$ cat config.mk
export PLATFORM = sky130hd
export DESIGN_NAME = irrigation_valve_sequencer
export DESIGN_NICKNAME = d
export VERILOG_FILES = /design/src/rtl/irrigation_valve_sequencer_pkg.sv /design/src/rtl/irrigation_valve_sequencer_tick_prescaler.sv /design/src/rtl/irrigation_valve_sequencer.sv
export SDC_FILE = /design/constraint.sdc
export NUM_CORES = 1
export LEC_CHECK = 0
export CAP_MARGIN = 20
export CORE_UTILIZATION = 30
export CTS_BUF_LIST = sky130_fd_sc_hd__clkbuf_2 sky130_fd_sc_hd__clkbuf_4 sky130_fd_sc_hd__clkbuf_8
export DETAILED_ROUTE_END_ITERATION = 12
export PLACE_DENSITY = 0.66
export SYNTH_ARGS = -nofsm -noshare
export SYNTH_HDL_FRONTEND = slang
export SYNTH_SLANG_ARGS = --single-unit
$ cat constraint.sdc
create_clock -name CLK -period 3.1 [get_ports CLK]
set_input_delay 0.465 -clock CLK [delete_from_list [all_inputs] [get_ports CLK]]
set_output_delay 0.465 -clock CLK [all_outputs]
set_load 0.005 [all_outputs]
$ cat src/rtl/irrigation_valve_sequencer_pkg.sv
// Shared definitions for the irrigation valve sequencer: state encoding and default widths.
package irrigation_valve_sequencer_pkg;
  localparam int W_DEF = 4;

  typedef enum logic [2:0] {
    IDLE  = 3'd0,
    LOAD  = 3'd1,
    RUN   = 3'd2,
    COOL  = 3'd3,
    FAULT = 3'd4
  } state_e;
endpackage

$ cat src/rtl/irrigation_valve_sequencer_tick_prescaler.sv
// Free-running tick generator; tick is a decode of the counter register, clr restarts the period.
module tick_prescaler #(
  parameter int PRESCALE = 8
) (
  input  logic CLK,
  input  logic RESET,
  input  logic clr,
  output logic tick
);
  localparam int CW = $clog2(PRESCALE);
  localparam logic [CW-1:0] LAST = CW'(PRESCALE - 1);

  logic [CW-1:0] cnt;

  always_ff @(posedge CLK or negedge RESET) begin
    if (!RESET)                   cnt <= '0;
    else if (clr || cnt == LAST)  cnt <= '0;
    else                          cnt <= cnt + CW'(1);
  end

  assign tick = (cnt == LAST);
endmodule

$ cat src/rtl/irrigation_valve_sequencer.sv
// Turns a soil-dry request into one timed watering cycle with cooldown and a sticky tank-low fault.
module irrigation_valve_sequencer
  import irrigation_valve_sequencer_pkg::*;
#(
  parameter int W              = W_DEF,
  parameter int PRESCALE       = 8,
  parameter int COOLDOWN_TICKS = 3
) (
  input  logic         CLK,
  input  logic         RESET,
  input  logic         soil_dry,
  input  logic         enable,
  input  logic         tank_low,
  input  logic         abort,
  input  logic         fault_clr,
  input  logic [W-1:0] duration,
  output logic         tick,
  output logic         load,
  output logic         count_en,
  output logic [W-1:0] dur_out,
  output logic         valve_on,
  output logic         busy,
  output logic         fault,
  output logic [W-1:0] remaining
);
  localparam logic [W-1:0] COOL_INIT = W'(COOLDOWN_TICKS);
  localparam logic [W-1:0] ONE       = W'(1);

  state_e state, nxt;
  logic   cool_entry;
  logic   clr;

  // Phase restarts at LOAD and on COOL entry so every phase is whole ticks long.
  assign cool_entry = (state == RUN) && (nxt == COOL);
  assign clr        = (state == LOAD) || cool_entry;

  tick_prescaler #(.PRESCALE(PRESCALE)) u_pre (
    .CLK   (CLK),
    .RESET (RESET),
    .clr   (clr),
    .tick  (tick)
  );

  always_ff @(posedge CLK or negedge RESET) begin
    if (!RESET) state <= IDLE;
    else        state <= nxt;
  end

  always_comb begin
    nxt = state;
    case (state)
      IDLE:  if (tank_low)                                nxt = FAULT;
             else if (soil_dry && enable && duration != '0) nxt = LOAD;
      LOAD:  if (tank_low) nxt = FAULT;
             else          nxt = RUN;
      RUN:   if (tank_low)                         nxt = FAULT;
             else if (abort)                       nxt = COOL;
             else if (tick && remaining == ONE)    nxt = COOL;
      COOL:  if (tank_low)                         nxt = FAULT;
             else if (tick && remaining == ONE)    nxt = IDLE;
      FAULT: if (fault_clr && !tank_low)           nxt = IDLE;
      default:                                     nxt = IDLE;
    endcase
  end

  always_ff @(posedge CLK or negedge RESET) begin
    if (!RESET) begin
      dur_out   <= '0;
      remaining <= '0;
    end else begin
      if (state == LOAD) dur_out <= duration;
      if (nxt == FAULT)
        remaining <= '0;
      else if (state == LOAD)
        remaining <= duration;
      else if (cool_entry)
        remaining <= COOL_INIT;
      // Guard on non-zero keeps the count from wrapping.
      else if ((state == RUN || state == COOL) && tick && remaining != '0)
        remaining <= remaining - ONE;
    end
  end

  assign load     = (state == LOAD);
  assign count_en = (state == RUN);
  assign valve_on = (state == RUN);
  assign busy     = (state == LOAD) || (state == RUN) || (state == COOL);
  assign fault    = (state == FAULT);
endmodule

==> results of run 1 <==
## placed cells by master, fill, tap and decap left out
master           instances
clkdlybuf4s50_1         24
xnor2_1                  1
nor3_1                   4
nand2_4                  1
or3_1                    1
inv_1                    4
nor3_2                   1
a31oi_1                  3
and3_1                   1
clkinv_8                 1
inv_2                    1
nor2b_1                  1
and4bb_2                 1
o21ai_0                  4
dfrtp_1                 14
mux2i_1                  1
or4_1                    1
a211oi_1                 2
and2_1                   1
o22ai_1                  2
nand3b_1                 1
o2111ai_2                1
ha_1                     5
nor2_1                   5
o221a_2                  2
nor3b_1                  2
nand2_1                 15
clkbuf_4                 3
a21oi_4                  1
## cells in the mapped netlist, drive strengths merged (2+ instances only)
master  count
nor3b       2
a211oi      2
nand2      16
o221a       2
nor2        5
buf         3
a31oi       3
ha          5
inv         5
dfrtp      14
o22ai       2
nor3        5
o21ai       4
## how the worst max path moves through the flow
| stage | end | slack (ps) | cells past startpoint |
|---|---|---|---|
| finish | load | 650 | 4 |
| global route | load | 530 | 4 |
| CTS | load | 630 | 4 |
| detailed placement | load | 930 | 4 |
| global placement | load | 960 | 4 |
| floorplan | remaining[0] | 1390 | 6 |
## worst register-to-register path: stages, from the launching register on
cell and delay [ps]:
dfrtp_1 380, ha_1 200, ha_1 250, and4bb_2 290
o2111ai_2 240, nand2_4 100, o221a_2 280
## flip-flops by register name, summed over array words and instances, names as in the netlist
signal,cells
remaining,4
dur_out,4
state,3
u_pre.cnt,3
## kinds of logic after synthesis
logic type / count (synthesis) / share of synthesized area, %
DFF: 14 / 44.1
muxes: 1 / 1.26
buffers and inverters: 9 / 7.40
xor gates and xnor gates: 1 / 1.10
and+or+nand+nor: 35 / 23.2
adders and majority gates: 5 / 7.87
AOI/OAI and AO/OA: 15 / 15.1
## power by group through the flow
stage	Clock (mW)	Sequential (mW)	Combinational, mW
floorplan	0	0.243	0.0676
global placement	0	0.244	0.148
detailed placement	0	0.246	0.150
CTS	0.0994	0.242	0.151
global route	0.114	0.245	0.170
finish	0.0941	0.241	0.147
## routing by layer
metal / vias to the layer above / wire length (µm) / global-route usage, %
li1: 329 / - / -
met1: 308 / 735 / 17.5
met2: 18 / 810 / 22.9
met3: 2 / 65 / 3.74
met4: 0 / 15 / 8.33
met5: - / 0 / 0
## final cells by class
class                   count  area [µm²]
clock buffers               3        22.5
repair buffers             24         240
well taps                  30        37.5
multi-input cells          57         385
fillers                   241        1430
inverters                   6        35.0
flip-flops and latches     14         350
## through the flow
| step | utilization, % | worst slack, ps |
|---|---|---|
| floorplan | - | 1390 |
| global placement | 41.9 | 964 |
| detailed placement | 41.9 | 932 |
| CTS | 42.8 | 632 |
| global route | 42.8 | 532 |
| finish | 42.8 | 653 |
==> impl_metrics.yaml, run 1 <==
status:
  status: "finished clean"
pwr:
  powerDensity_mw_per_mm2: 451
  p_sw_share_pct: 26.0
  p_sw_uw: 126
  combPwrFrac_pct: 30.5
  vdd_drop_max_mv: 0.249
  totalPowerFinal_uw: 483
  leakage_nw: 0.430
  seqPwrFrac_pct: 50.0
  internal-power_uw: 357
  power_frac_clock_pct: 19.5
setup_path:
  cp_data_arrival_time_ps: 1980
  critical_path.reg2reg.endpoint: "remaining[1]"
  crit_start: "state[0]"
  path_max_fanout: 10
  reg2reg_depth: 6
  path_cells: "inv_2 -> or3_1 -> clkinv_8 -> clkdlybuf4s50_1"
  crit_family: "buffers and inverters"
  worstSetupEndpointType: "output port"
  worst-path-buf-inv: 3
  rrSetupSlack_ps: 1260
  required_ps: 2630
  cpPeakStageDelay_ps: 580
  cp_slowest_cell: "or3_1"
  r2r-start: "u_pre.cnt[0]"
  worstSetupPathType: "flop to output port"
  start_kind: "flop"
global_route:
  antenna_found_initial: 0
  grt_use_total_pct: 14.5
  grt_max_degree: 15
  grt_pass1_vias: 663
  overflow: 0
  grt_pass1_wl_um: 2830
timing:
  rsz0062_at_grt: "no"
  fin_crit_ps: 2450
  fin_tns_setup_ps: 0
  fin_skew_ps: 5.94
  max_slew_margin_pct: 59.2
  setup_viol: 0
  period_share_pct: 78.9
  hold_ws_ps: 438
  drv_slew: 0
  fmax_ghz: 0.409
  hold_viol: 0
  worst_slew_pin_slew_ps: 610
routing:
  drc: 0
  avgRoutedWirePerCell_um: 12.1
  antenna_left: 0
  firstDrtPassIters: 4
  drt-initial-drc-count: 21
  via_per_inst: 4.90
  drt_wl_total_um: 1630
  vias: 657
cts:
  h-tree-depth: 1
  cts-root-buf: "clkbuf_4"
  clk_path_buf_depth: 2
  cts_setup_buffers: 0
  path_clk_slew_ps: 70
  clkLatencyLatePin_ps: 270
  hold_buffers: 0
  cts_tree: "built"
  cts-resized-gates: 0
  cts_made_buffers: 3
  cts_sinks: 14
finish:
  areaGrowthSynthToFinish_pct: 34.8
  final_cell_area_mm2: 0.00107
  drive_above_1_share_pct: 11.5
  fin_cells: 134
  nNetsFinal: 122
  antennaDiodeCount: 0
synthesis:
  syn-cell-area_um2: 795
  ys_top_cells_by_area: "dfrtp_1, ha_1, nand2_1, o221a_2, nor3_1"
  avgSynthCellArea_um2: 9.93
  synthArstFlopShare_pct: 100
  synth_top_cell_area_share_pct: 44.1
  yosys.area.top_type: "dfrtp_1"
  syn_inst: 80
  ys_ff_latch: 14
  seq_area_frac_synth_pct: 44.1
  yosysWarnings: 0
  synth.distinct_cells: 30
  synth-edff-count: 0
  synth_nets: 96
  synth_flop_cell: "dfrtp_1"
floorplanning:
  core_mm2: 0.00250
  die-area_mm2: 0.00286
  rows: 18
  ioPinCount: 25
  die_w_um: 53.5
  start_util_pct: 31.8
  die_h_um: 53.5
worst_hold_path:
  min_from: "u_pre.cnt[0]"
  hp-class: "flop to flop"
  whs_endpoint: "u_pre.cnt[0]"
  hold_depth: 1
place:
  dp_hpwl_um: 1320
  portBuffers: 24
  placed_area_mm2: 0.00105
  place_inst: 131
  gp_congestion: 0.839
run:
  maxCapViolCount: 0
No activity file was read; power rests on OpenSTA's default activity.
==> inputs of run 2 (changes only) <==
==> constraint.sdc (replaced) <==
create_clock -name CLK -period 2.3 [get_ports CLK]
set_input_delay 0.345 -clock CLK [delete_from_list [all_inputs] [get_ports CLK]]
set_output_delay 0.345 -clock CLK [all_outputs]
set_load 0.005 [all_outputs]
==> impl_metrics.yaml, run 2 (synthesized netlist as in run 1, its figures left out) <==
status:
  status: "finished clean"
cts:
  cts_sinks: 14
  cts_made_buffers: 3
  h-tree-depth: 1
  path_clk_slew_ps: 80
  clk_path_buf_depth: 2
  hold_buffers: 0
  clkLatencyLatePin_ps: 270
  cts-resized-gates: 0
  cts-root-buf: "clkbuf_4"
  cts_setup_buffers: 0
  cts_tree: "built"
timing:
  worst_slew_pin_slew_ps: 619
  rsz0062_at_grt: "no"
  max_slew_margin_pct: 58.6
  drv_slew: 0
  fin_tns_setup_ps: 0
  fmax_ghz: 0.457
  hold_viol: 0
  fin_crit_ps: 2190
  setup_viol: 0
  fin_skew_ps: 2.91
  period_share_pct: 95.2
place:
  gp_congestion: 0.834
  portBuffers: 24
  dp_hpwl_um: 1260
routing:
  drt-initial-drc-count: 13
  via_per_inst: 4.97
  drc: 0
  antenna_left: 0
  avgRoutedWirePerCell_um: 11.9
  firstDrtPassIters: 4
  vias: 671
  drt_wl_total_um: 1610
finish:
  most-common-layout-cells: "clkdlybuf4s50_1, nand2_1, dfrtp_1, nor2_1, ha_1"
  multi_input_area_um2: 385
  areaGrowthSynthToFinish_pct: 35.7
  antennaDiodeCount: 0
  nNetsFinal: 123
  register_area_um2: 350
  mostFrequentLayoutCell: "clkdlybuf4s50_1"
  fill_cells: 230
  largestRegisters: "dur_out (4), remaining (4)"
  drive_above_1_share_pct: 12.4
setup_path:
  required_ps: 1960
  cpPeakStageDelay_ps: 490
  path_cells: "inv_2 -> or3_1 -> clkinv_8 -> clkdlybuf4s50_1"
  crit_family: "buffers and inverters"
  cp_slowest_cell: "clkdlybuf4s50_1"
  worstSetupPathType: "flop to output port"
  start_kind: "flop"
  worst-path-buf-inv: 3
  cp_data_arrival_time_ps: 1840
  worstSetupEndpointType: "output port"
  path_max_fanout: 7
floorplanning:
  rows: 18
  start_util_pct: 31.8
  die_h_um: 53.5
  core_mm2: 0.00250
  die_w_um: 53.5
  ioPinCount: 25
  die-area_mm2: 0.00286
run:
  maxCapViolCount: 0
pwr:
  powerDensity_mw_per_mm2: 610
  totalPowerFinal_uw: 658
  vdd_drop_max_mv: 0.319
  leakage_nw: 0.434
global_route:
  grt_pass1_wl_um: 2690
  overflow: 0
  antenna_found_initial: 0
  grt_max_degree: 15
  grt_pass1_vias: 618
  grt_use_total_pct: 13.7
worst_hold_path:
  hp-class: "flop to flop"
[run 2: cell types whose count changed in the layout (fill, tap and decap cells not counted)]
cell and delta:
buf_4 +1
[run 2: area by class of cell]
class / instances / area share [%]
clock buffer: 3 / 2.09
tap: 30 / 3.48
multi-input combinational: 57 / 35.7
sequential: 14 / 32.5
timing repair buffer: 25 / 23.0
inverter: 6 / 3.25
[run 2: where the power goes]
group	internal, mW	switching (mW)	leakage, nW
logic	0.123	0.0768	0.246
registers	0.299	0.0261	0.174
clock network	0.0606	0.0726	0.0138
[run 2: metal layers]
metal	global-route usage [%]	share of wire, %
met1	16.2	43
met2	22.1	51
met3	3.45	5.3
met4	7.89	0.93
met5	0	0
[run 2: worst paths after layout]
kind	startpoint	to	slack (ps)	depth (start not counted)
max reg2reg	u_pre.cnt[0]	remaining[1]	470	6
min reg2reg	u_pre.cnt[0]	u_pre.cnt[0]	440	1
min	u_pre.cnt[0]	u_pre.cnt[0]	440	1
max in group asynchronous	RESET	state[1]	1440	1
min in group asynchronous	RESET	dur_out[2]	450	1
max	state[0]	load	110	4
[run 2: stage by stage]
step | hold slack (ps) | utilization (%) | cell area (µm²) | setup WS [ps] | cells
after floorplan | 49.4 | - | 795 | 588 | 80
after global placement | 425 | 42.2 | 1060 | 405 | 132
after detailed placement | 433 | 42.2 | 1060 | 409 | 132
after CTS | 444 | 43.1 | 1080 | 96.3 | 135
after global routing | 483 | 43.1 | 1080 | 11.5 | 135
final | 439 | 43.1 | 1080 | 110 | 135
==> inputs of run 3 (changes only) <==
--- a/config.mk
+++ b/config.mk
@@ -10,6 +10,7 @@
 export CTS_BUF_LIST = sky130_fd_sc_hd__clkbuf_2 sky130_fd_sc_hd__clkbuf_4 sky130_fd_sc_hd__clkbuf_8
 export DETAILED_ROUTE_END_ITERATION = 12
 export PLACE_DENSITY = 0.66
+export SLEW_MARGIN = 20
 export SYNTH_ARGS = -nofsm -noshare
 export SYNTH_HDL_FRONTEND = slang
 export SYNTH_SLANG_ARGS = --single-unit
==> results of run 3 <==
Same layout as run 2: the final DEF is identical, and so are final timing and power.
